### config.mk
export PLATFORM = sky130hd
export DESIGN_NAME = alu_muldiv_sequencer
export DESIGN_NICKNAME = d
export VERILOG_FILES = /design/src/rtl/alu_muldiv_sequencer.sv
export SDC_FILE = /design/constraint.sdc
export NUM_CORES = 1
export LEC_CHECK = 0
export CAP_MARGIN = 25
export CORE_ASPECT_RATIO = 0.5
export CORE_UTILIZATION = 53
export DETAILED_ROUTE_END_ITERATION = 12
export PLACE_DENSITY = 0.84
export SYNTH_ARGS = -nofsm -noshare
export SYNTH_HDL_FRONTEND = slang
export SYNTH_SLANG_ARGS = --single-unit
### constraint.sdc
create_clock -name clk_i -period 14.32 [get_ports clk_i]
set_clock_uncertainty 0.1 [all_clocks]
set_input_delay 2.148 -clock clk_i [delete_from_list [all_inputs] [get_ports clk_i]]
set_output_delay 2.148 -clock clk_i [all_outputs]
set_load 0.005 [all_outputs]
### src/rtl/alu_muldiv_sequencer.sv
// Iterative unsigned MUL / DIVU / REMU sequencer that borrows the shared EX-stage ALU.
// It performs one ALU operation per granted cycle and holds operands and result in local registers.
module alu_muldiv_sequencer #(
  parameter int         WIDTH  = 64,
  parameter int         CNT_W  = 7,
  parameter logic [3:0] OP_ADD = 4'b0010,
  parameter logic [3:0] OP_SUB = 4'b0110,
  parameter logic [3:0] OP_BLT = 4'b1000
) (
  input  logic             clk_i,
  input  logic             reset_i,
  input  logic             start_i,
  input  logic [1:0]       op_i,
  input  logic [WIDTH-1:0] a_i,
  input  logic [WIDTH-1:0] b_i,
  input  logic             flush_i,
  input  logic             alu_grant_i,
  input  logic [WIDTH-1:0] alu_result_i,
  output logic             alu_req_o,
  output logic [3:0]       alu_op_o,
  output logic [WIDTH-1:0] alu_a_o,
  output logic [WIDTH-1:0] alu_b_o,
  output logic             busy_o,
  output logic             done_o,
  output logic [WIDTH-1:0] result_o
);

  typedef enum logic [2:0] {S_IDLE, S_MUL, S_DIV_CMP, S_DIV_SUB, S_DONE} state_e;

  state_e           state_q, state_d;
  // Shared working registers: r = acc / partial remainder, q = multiplicand / quotient,
  // d = multiplier / divisor.
  logic [WIDTH-1:0] r_q, r_d, q_q, q_d, d_q, d_d;
  logic [WIDTH-1:0] result_q, result_d;
  logic [CNT_W-1:0] cnt_q, cnt_d;
  logic             is_rem_q, is_rem_d;

  logic [WIDTH-1:0] rs, q_sh0, q_sh1;
  logic             carry, last, start_div;

  assign rs        = {r_q[WIDTH-2:0], q_q[WIDTH-1]};
  assign carry     = r_q[WIDTH-1];
  assign q_sh0     = {q_q[WIDTH-2:0], 1'b0};
  assign q_sh1     = {q_q[WIDTH-2:0], 1'b1};
  assign last      = (cnt_q == CNT_W'(1));
  assign start_div = (op_i == 2'b01) || (op_i == 2'b10);

  assign busy_o   = (state_q == S_MUL) || (state_q == S_DIV_CMP) || (state_q == S_DIV_SUB);
  assign done_o   = (state_q == S_DONE);
  assign result_o = result_q;

  always_comb begin
    alu_req_o = 1'b0;
    alu_op_o  = OP_ADD;
    alu_a_o   = '0;
    alu_b_o   = '0;
    case (state_q)
      S_MUL: begin
        alu_req_o = 1'b1;
        alu_a_o   = r_q;
        alu_b_o   = d_q[0] ? q_q : '0;
      end
      S_DIV_CMP: begin
        alu_req_o = 1'b1;
        if (!carry) begin
          alu_op_o = OP_BLT;
          alu_a_o  = rs;
          alu_b_o  = d_q;
        end
      end
      S_DIV_SUB: begin
        alu_req_o = 1'b1;
        alu_op_o  = OP_SUB;
        alu_a_o   = rs;
        alu_b_o   = d_q;
      end
      default: ;
    endcase
  end

  always_comb begin
    state_d  = state_q;
    r_d      = r_q;
    q_d      = q_q;
    d_d      = d_q;
    result_d = result_q;
    cnt_d    = cnt_q;
    is_rem_d = is_rem_q;
    case (state_q)
      S_IDLE, S_DONE: begin
        if (state_q == S_DONE) state_d = S_IDLE;
        if (start_i) begin
          is_rem_d = (op_i == 2'b10);
          cnt_d    = CNT_W'(WIDTH);
          r_d      = '0;
          q_d      = a_i;
          d_d      = b_i;
          if (!start_div) begin
            state_d = S_MUL;
          end else if (b_i == '0) begin
            // Divide by zero resolves immediately without touching the ALU.
            result_d = (op_i == 2'b10) ? a_i : '1;
            state_d  = S_DONE;
          end else begin
            state_d = S_DIV_CMP;
          end
        end
      end
      S_MUL: begin
        if (alu_grant_i) begin
          r_d   = alu_result_i;
          q_d   = q_q << 1;
          d_d   = d_q >> 1;
          cnt_d = cnt_q - CNT_W'(1);
          if (last) begin
            result_d = alu_result_i;
            state_d  = S_DONE;
          end
        end
      end
      S_DIV_CMP: begin
        if (alu_grant_i) begin
          if (carry) begin
            state_d = S_DIV_SUB;
          end else if (alu_result_i[0]) begin
            r_d   = rs;
            q_d   = q_sh0;
            cnt_d = cnt_q - CNT_W'(1);
            if (last) begin
              result_d = is_rem_q ? rs : q_sh0;
              state_d  = S_DONE;
            end
          end else begin
            state_d = S_DIV_SUB;
          end
        end
      end
      S_DIV_SUB: begin
        if (alu_grant_i) begin
          r_d   = alu_result_i;
          q_d   = q_sh1;
          cnt_d = cnt_q - CNT_W'(1);
          if (last) begin
            result_d = is_rem_q ? alu_result_i : q_sh1;
            state_d  = S_DONE;
          end else begin
            state_d = S_DIV_CMP;
          end
        end
      end
      default: state_d = S_IDLE;
    endcase
    // A pipeline kill wins over start and grant, and must not disturb the last result.
    if (flush_i) begin
      state_d  = S_IDLE;
      result_d = result_q;
    end
  end

  always_ff @(posedge clk_i or posedge reset_i) begin
    if (reset_i) begin
      state_q  <= S_IDLE;
      r_q      <= '0;
      q_q      <= '0;
      d_q      <= '0;
      result_q <= '0;
      cnt_q    <= '0;
      is_rem_q <= 1'b0;
    end else begin
      state_q  <= state_d;
      r_q      <= r_d;
      q_q      <= q_d;
      d_q      <= d_d;
      result_q <= result_d;
      cnt_q    <= cnt_d;
      is_rem_q <= is_rem_d;
    end
  end

endmodule

==> results of run 1 <==
## cell type report
| type | instances | area share [%] |
|---|---|---|
| Sequential cell | 267 | 33.91 |
| Timing Repair Buffer | 415 | 20.97 |
| Tap cell | 374 | 2.375 |
| Antenna cell | 3 | 0.03810 |
| Clock inverter | 5 | 0.4001 |
| Inverter | 12 | 0.2794 |
| Clock buffer | 39 | 3.798 |
| Multi-Input combinational cell | 1191 | 38.23 |
## stage by stage
| stage | instance area (sq um) | setup slack (ns) | hold WS [ns] | power [mW] | utilization, % |
|---|---|---|---|---|---|
| 3_5_place_dp | 18870 | 8.112 | 0.3906 | 2.815 | 69.85 |
| 2_1_floorplan | 14860 | 4.718 | 0.3714 | 2.129 | - |
| 4_1_cts | 19690 | 7.501 | 0.4091 | 3.517 | 72.91 |
| 3_3_place_gp | 18850 | 8.216 | 0.3910 | 2.776 | 69.77 |
| 6_report | 19700 | 7.388 | 0.4080 | 3.541 | 72.94 |
| 5_1_grt | 19700 | 7.197 | 0.4238 | 3.722 | 72.94 |
## cells in the final DEF, fill, tap and decap left out, types with 10 or more instances in the layout
cell type and count:
nor2_1 204, dfrtp_1 267, nand2_1 263, mux2i_1 64, a221oi_1 61, clkdlybuf4s50_1 396, mux2_4 59, a22oi_1 62
clkbuf_16 25, buf_4 17, a21oi_1 135, a22o_1 126, o21ai_0 70, a31oi_1 67, nor4_1 16, inv_1 10
## registers in the layout, summed over array words and instances (netlist names)
signal    cells
d_q          64
state_q       3
r_q          64
is_rem_q      1
result_o     64
q_q          64
cnt_q         7
## final timing paths
path | to | slack, ns | cells past startpoint
worst min-delay path | d_q[36] | 0.41 | 2
min in group asynchronous | q_q[11] | 2.08 | 2
worst max-delay path | alu_b_o[54] | 7.39 | 7
worst max register to register | d_q[26] | 10.27 | 8
max in group asynchronous | result_o[52] | 10.49 | 3
worst min register to register | d_q[36] | 0.41 | 2
## cells by family after synthesis
group | after synthesis | synth area share, %
adders and majority gates | 3 | 0.2526
AOI/OAI and AO/OA | 540 | 25.04
muxes | 127 | 10.57
and+or+nand+nor | 515 | 13.97
xor gates and xnor gates | 5 | 0.2946
other | 1 | 0.02523
DFF | 267 | 44.95
buffers and inverters | 162 | 4.891
## power by group through the flow
stage / Sequential [mW] / Clock [mW] / Combinational, mW
finish: 1.53 / 0.693 / 1.32
global route: 1.56 / 0.732 / 1.43
global placement: 1.52 / 0 / 1.26
floorplan: 1.35 / 0 / 0.778
CTS: 1.51 / 0.697 / 1.31
detailed placement: 1.51 / 0 / 1.30
## critical path, stage by stage, from the launching register on
cell             delay, ns
dfrtp_1               0.91
o21bai_4              0.15
inv_4                 0.68
nand2_1               0.19
nor3_2                0.69
buf_4                 0.64
a22o_1                0.27
clkdlybuf4s50_1       0.50
## metal layers
metal | vias to the layer above | wire length (um)
met3 | 153 | 4437
li1 | 6478 | -
met2 | 844 | 24710
met5 | - | 0
met4 | 0 | 2375
met1 | 7100 | 21630
==> flow_summary_export.csv, run 1 <==
group,metric,value,unit
yosys,yosysSeqAreaShare,44.95,%
power_and_ir_drop,power.share.clock,19.6,%
placement,dpl.hpwl,35.59,mm
sta,relSlewSlack,6.732,%
critical_path,worstPathRequired,12.07,ns
yosys,synth_top_area_share,44.95,%
power_and_ir_drop,power.internal,2.194,mW
die,io_pins,398,
sta,setup_viol,0,
clock_tree,clock_latency,0.54,ns
clock_tree,htreeDepth,1,
yosys,yosys_warnings,0,
finish,multi_input_comb_area,7531,sq um
global_route,grt_pass1_wl,81.89,mm
sta,tightest_slew,1.399,ns
sta,drv_slew,0,
yosys,synth.area.top_cells,"dfrtp_1 45%, a22o_1 7.4%, nand2_1 6.7%",
drt,viasPerCell,6.320,
yosys,postSynthCellCount,1620,
global_route,grtUsageTotal,36.55,%
yosys,synth_fp_nets,1822,
sta,min_period,6.932,ns
placement,dpl.cell_count,2259,
critical_path,crit_path_end_kind,"output port",
global_route,grt_max_degree,258,
global_route,use_met1,50.09,%
sta,rsz0062_at_grt,"no",
yosys,synth-async-reset-ratio,100.0,%
job,maxCapViolCount,0,
critical_path,crit_start,"state_q[0]",
global_route,first_global_vias,14040,
sta,max_freq,144.3,MHz
power_and_ir_drop,power_frac_comb,37.2,%
critical_path,crit_fanout,72,
clock_tree,clkTransAtPathRegs,0.07,ns
drt,firstDrtPassIters,6,
drt,routed_wl,53.15,mm
yosys,avgSynthCellArea,9.175,sq um
yosys,synth.top_cells.by_count,"267 x dfrtp_1, 264 x nand2_1, 207 x nor2_1",
power_and_ir_drop,pwr-share-seq,43.2,%
critical_path,worst_setup_path_start_kind,"register",
finish,layout-drive-gt1-share,7.258,%
clock_tree,clock-sinks,267,
clock_tree,ctsResizeCount,0,
yosys,synth_most_common_cell,"dfrtp_1",
placement,io_buffers,396,
clock_tree,cts_tree,"done",
drt,ant_nets,0,
finish,n_fill_cell,2050,
yosys,netlist_area,14860,sq um
global_route,grt_use_met3,5.822,%
global_route,use_met2,57.43,%
yosys,synth_seq_cells,267,
yosys,synth.distinct_cells,53,
global_route,antenna_found_initial,3,
worst_hold_path,hold_path_startpoint,"d_q[36]",
yosys,ys.flop_type,"dfrtp_1",
finish,area_growth,32.54,%
die,die_height,120.4,um
drt,drtIter0Drc,1835,
power_and_ir_drop,powerDensity,179.7,nW/um^2
finish,nets,2114,
critical_path,path_class,"register to output port",
drt,drt-wirelength-per-cell,23.05,um
finish,register_area,6681,sq um
die,die_w,238.8,um
sta,min_period_over_period,48.41,%
die,initial_utilization,55.03,%
clock_tree,holdBufCountCts,0,
die,coreArea,27010,sq um
status,status,"completed",
sta,tns,0,ns
clock_tree,root_buffer,"clkbuf_16",
yosys,synth_area_leader_cell,"dfrtp_1",
placement,finalWeightedCongestion,0.9457,
finish,final_cells,2306,
clock_tree,cts_buffer_depth,3,
power_and_ir_drop,p_sw_share,38.05,%
clock_tree,cts_buffers,25,
yosys,synth-edff-count,0,
power_and_ir_drop,vdd_drop_max,0.09583,mV
critical_path,crit_arrival,4.68,ns
critical_path,r2r_start,"state_q[0]",
global_route,top_usage_layer,"met2",
die,fp-row-count,42,
sta,hold_viol,0,
power_and_ir_drop,switchingPower,1.347,mW
worst_hold_path,hold_path_class,"register to register",
die,dieArea,28760,sq um
drt,drc,0,
power_and_ir_drop,p_leak,7.955,nW
clock_tree,postCtsSetupBuffers,0,
drt,vias,14580,
global_route,grt-ovfl-total,0,
(Power assumes the default switching activity.)
==> run 2, diff against run 1 <==
- CORE_UTILIZATION: 53 -> 49
- PLACE_DENSITY: 0.84 -> 0.79
- clock period: 14.32 -> 6.5 ns (I/O delays scaled with it)
==> run 2 against run 1 <==
Compared with the run above:
- combinational power up 120%
- cell count is 1.1% higher
- sequential power rose by 120%
- register-to-register slack lost 7.5 ns
- non-clock buffer count up 4
- setup slack worse by 6.1 ns
- final area up 0.76%
- clock power is 140% higher
==> flow_summary_export.csv, run 2 (same netlist as run 1, synthesis figures left out) <==
group,metric,value,unit
clock_tree,clock_latency,0.55,ns
sta,relSlewSlack,28.97,%
power_and_ir_drop,p_sw_share,37.59,%
drt,drtIter0Drc,1639,
sta,drv_slew,0,
worst_hold_path,hold_path_startpoint,"result_o[63]",
die,io_pins,398,
power_and_ir_drop,finalPower,7.884,mW
power_and_ir_drop,switchingPower,2.964,mW
drt,firstDrtPassIters,5,
global_route,grt_pass1_wl,82.94,mm
clock_tree,cts_tree,"done",
die,die_height,125.2,um
finish,final_cell_mix,"396 x clkdlybuf4s50_1, 267 x dfrtp_1, 263 x nand2_1",
clock_tree,htreeDepth,1,
die,dieArea,31080,sq um
power_and_ir_drop,power.share.clock,20.9,%
placement,io_buffers,396,
global_route,grt-ovfl-total,0,
critical_path,worstPathRequired,5.42,ns
power_and_ir_drop,vdd_drop_max,0.2384,mV
die,die_w,248.3,um
critical_path,worst_setup_path_start_kind,"register",
clock_tree,ctsResizeCount,0,
global_route,grt_max_degree,258,
drt,routed_wl,53.47,mm
power_and_ir_drop,powerDensity,397.2,nW/um^2
drt,drc,0,
worst_hold_path,hold_path_class,"register to register",
sta,rsz0062_at_grt,"no",
drt,viasPerCell,6.231,
die,coreArea,29400,sq um
placement,dpl_worst_slack,1.929,ns
clock_tree,clock-sinks,267,
drt,ant_nets,0,
worst_hold_path,holdPathEnd,"result_o[63]",
drt,drt-wirelength-per-cell,22.94,um
finish,n_fill_cell,2331,
sta,setup_viol,0,
critical_path,crit_arrival,4.15,ns
critical_path,reg2reg_slack,2.81,ns
sta,min_period_over_period,80.35,%
clock_tree,clkTransAtPathRegs,0.07,ns
critical_path,path_class,"register to output port",
critical_path,crit_start,"state_q[0]",
finish,final_common_cell,"clkdlybuf4s50_1",
finish,nets,2118,
power_and_ir_drop,power.internal,4.920,mW
global_route,antenna_found_initial,6,
finish,area_growth,33.54,%
clock_tree,cts_buffers,25,
sta,tns,0,ns
clock_tree,holdBufCountCts,0,
die,initial_utilization,50.56,%
status,status,"completed",
placement,finalWeightedCongestion,0.9202,
critical_path,ff2ff_path_depth,7,
placement,dpl.hpwl,36.15,mm
power_and_ir_drop,pwr-share-seq,42.3,%
clock_tree,root_buffer,"clkbuf_16",
job,maxCapViolCount,0,
critical_path,crit_path_end_kind,"output port",
clock_tree,postCtsSetupBuffers,0,
critical_path,reg2reg_to,"q_q[30]",
power_and_ir_drop,p_leak,8.004,nW
critical_path,crit_fanout,73,
power_and_ir_drop,power_frac_comb,36.9,%
finish,layout-drive-gt1-share,7.653,%
critical_path,r2r_start,"state_q[0]",
sta,min_period,5.223,ns
clock_tree,cts_buffer_depth,3,
sta,tightest_slew,1.065,ns
die,fp-row-count,44,
sta,fin_ws,1.277,ns
worst_hold_path,hold_depth,1,
drt,vias,14520,
global_route,first_global_vias,13840,
sta,max_freq,191.5,MHz
sta,hold_viol,0,
global_route,grtUsageTotal,34.13,%
## run 2: cell count changes in the layout (fill, tap and decap cells not counted)
| cell | before | now |
|---|---|---|
| clkbuf_1 | 7 | 4 |
| inv_8 | 1 | 0 |
| buf_4 | 17 | 19 |
| clkbuf_8 | 7 | 8 |
| bufinv_16 | 2 | 4 |
| diode_2 | 3 | 6 |
| clkinvlp_4 | 0 | 3 |
| clkinv_4 | 1 | 0 |
| buf_12 | 2 | 4 |
## run 2: worst max-delay path by stage
stage / endpoint / slack [ns] / depth (start not counted)
5_1_grt: alu_b_o[15] / 1.12 / 6
4_1_cts: alu_b_o[15] / 1.34 / 6
3_3_place_gp: alu_a_o[0] / 2.03 / 6
6_report: alu_b_o[9] / 1.28 / 6
3_5_place_dp: alu_b_o[15] / 1.93 / 6
2_1_floorplan: cnt_q[0] / 1.90 / 1
## run 2: area by class of cell
class,instances,area (sq um),share of cell area [%]
sequential,267,6681,33.66
multi-input combinational,1191,7531,37.94
timing repair buffer,419,4187,21.09
inverter,12,51.30,0.2584
clock inverter,8,145.1,0.7312
tap,391,489.2,2.465
antenna,6,15.01,0.07564
clock buffer,37,750.7,3.782
## run 2: critical path, cell delays in order, from the launching register on
cell,delay [ns]
dfrtp_1,0.90
nand2b_1,0.43
nor2_1,0.30
or2_4,0.74
buf_4,0.43
a22o_1,0.19
clkdlybuf4s50_1,0.52
## run 2: per-stage QoR
| stage | utilization [%] | instances | hold slack, ns | instance area, sq um |
|---|---|---|---|---|
| 2_1_floorplan | - | 1620 | 0.3714 | 14870 |
| 6_report | 67.52 | 2331 | 0.4079 | 19850 |
| 3_3_place_gp | 64.42 | 2280 | 0.3772 | 18940 |
| 5_1_grt | 67.52 | 2331 | 0.4260 | 19850 |
| 4_1_cts | 67.47 | 2325 | 0.4098 | 19840 |
| 3_5_place_dp | 64.42 | 2280 | 0.3902 | 18940 |
## run 2: power groups by stage
stage	clock (mW)	sequential [mW]	combinational, mW
4_1_cts	1.65	3.29	2.90
3_5_place_dp	0	3.31	2.89
2_1_floorplan	0	2.98	1.72
5_1_grt	1.73	3.41	3.17
6_report	1.65	3.33	2.91
3_3_place_gp	0	3.31	2.81
## run 2: metal layers
metal  wire length [um]  up-vias  part of all wire [%]  global-route usage (%)
li1                   -     6484                     -                       -
met1              21370     7076                    40                   46.39
met2              24890      797                    47                   52.81
met3               4545      167                   8.5                   6.290
met4               2661        0                   5.0                   15.93
met5                  0        -                     0                       0
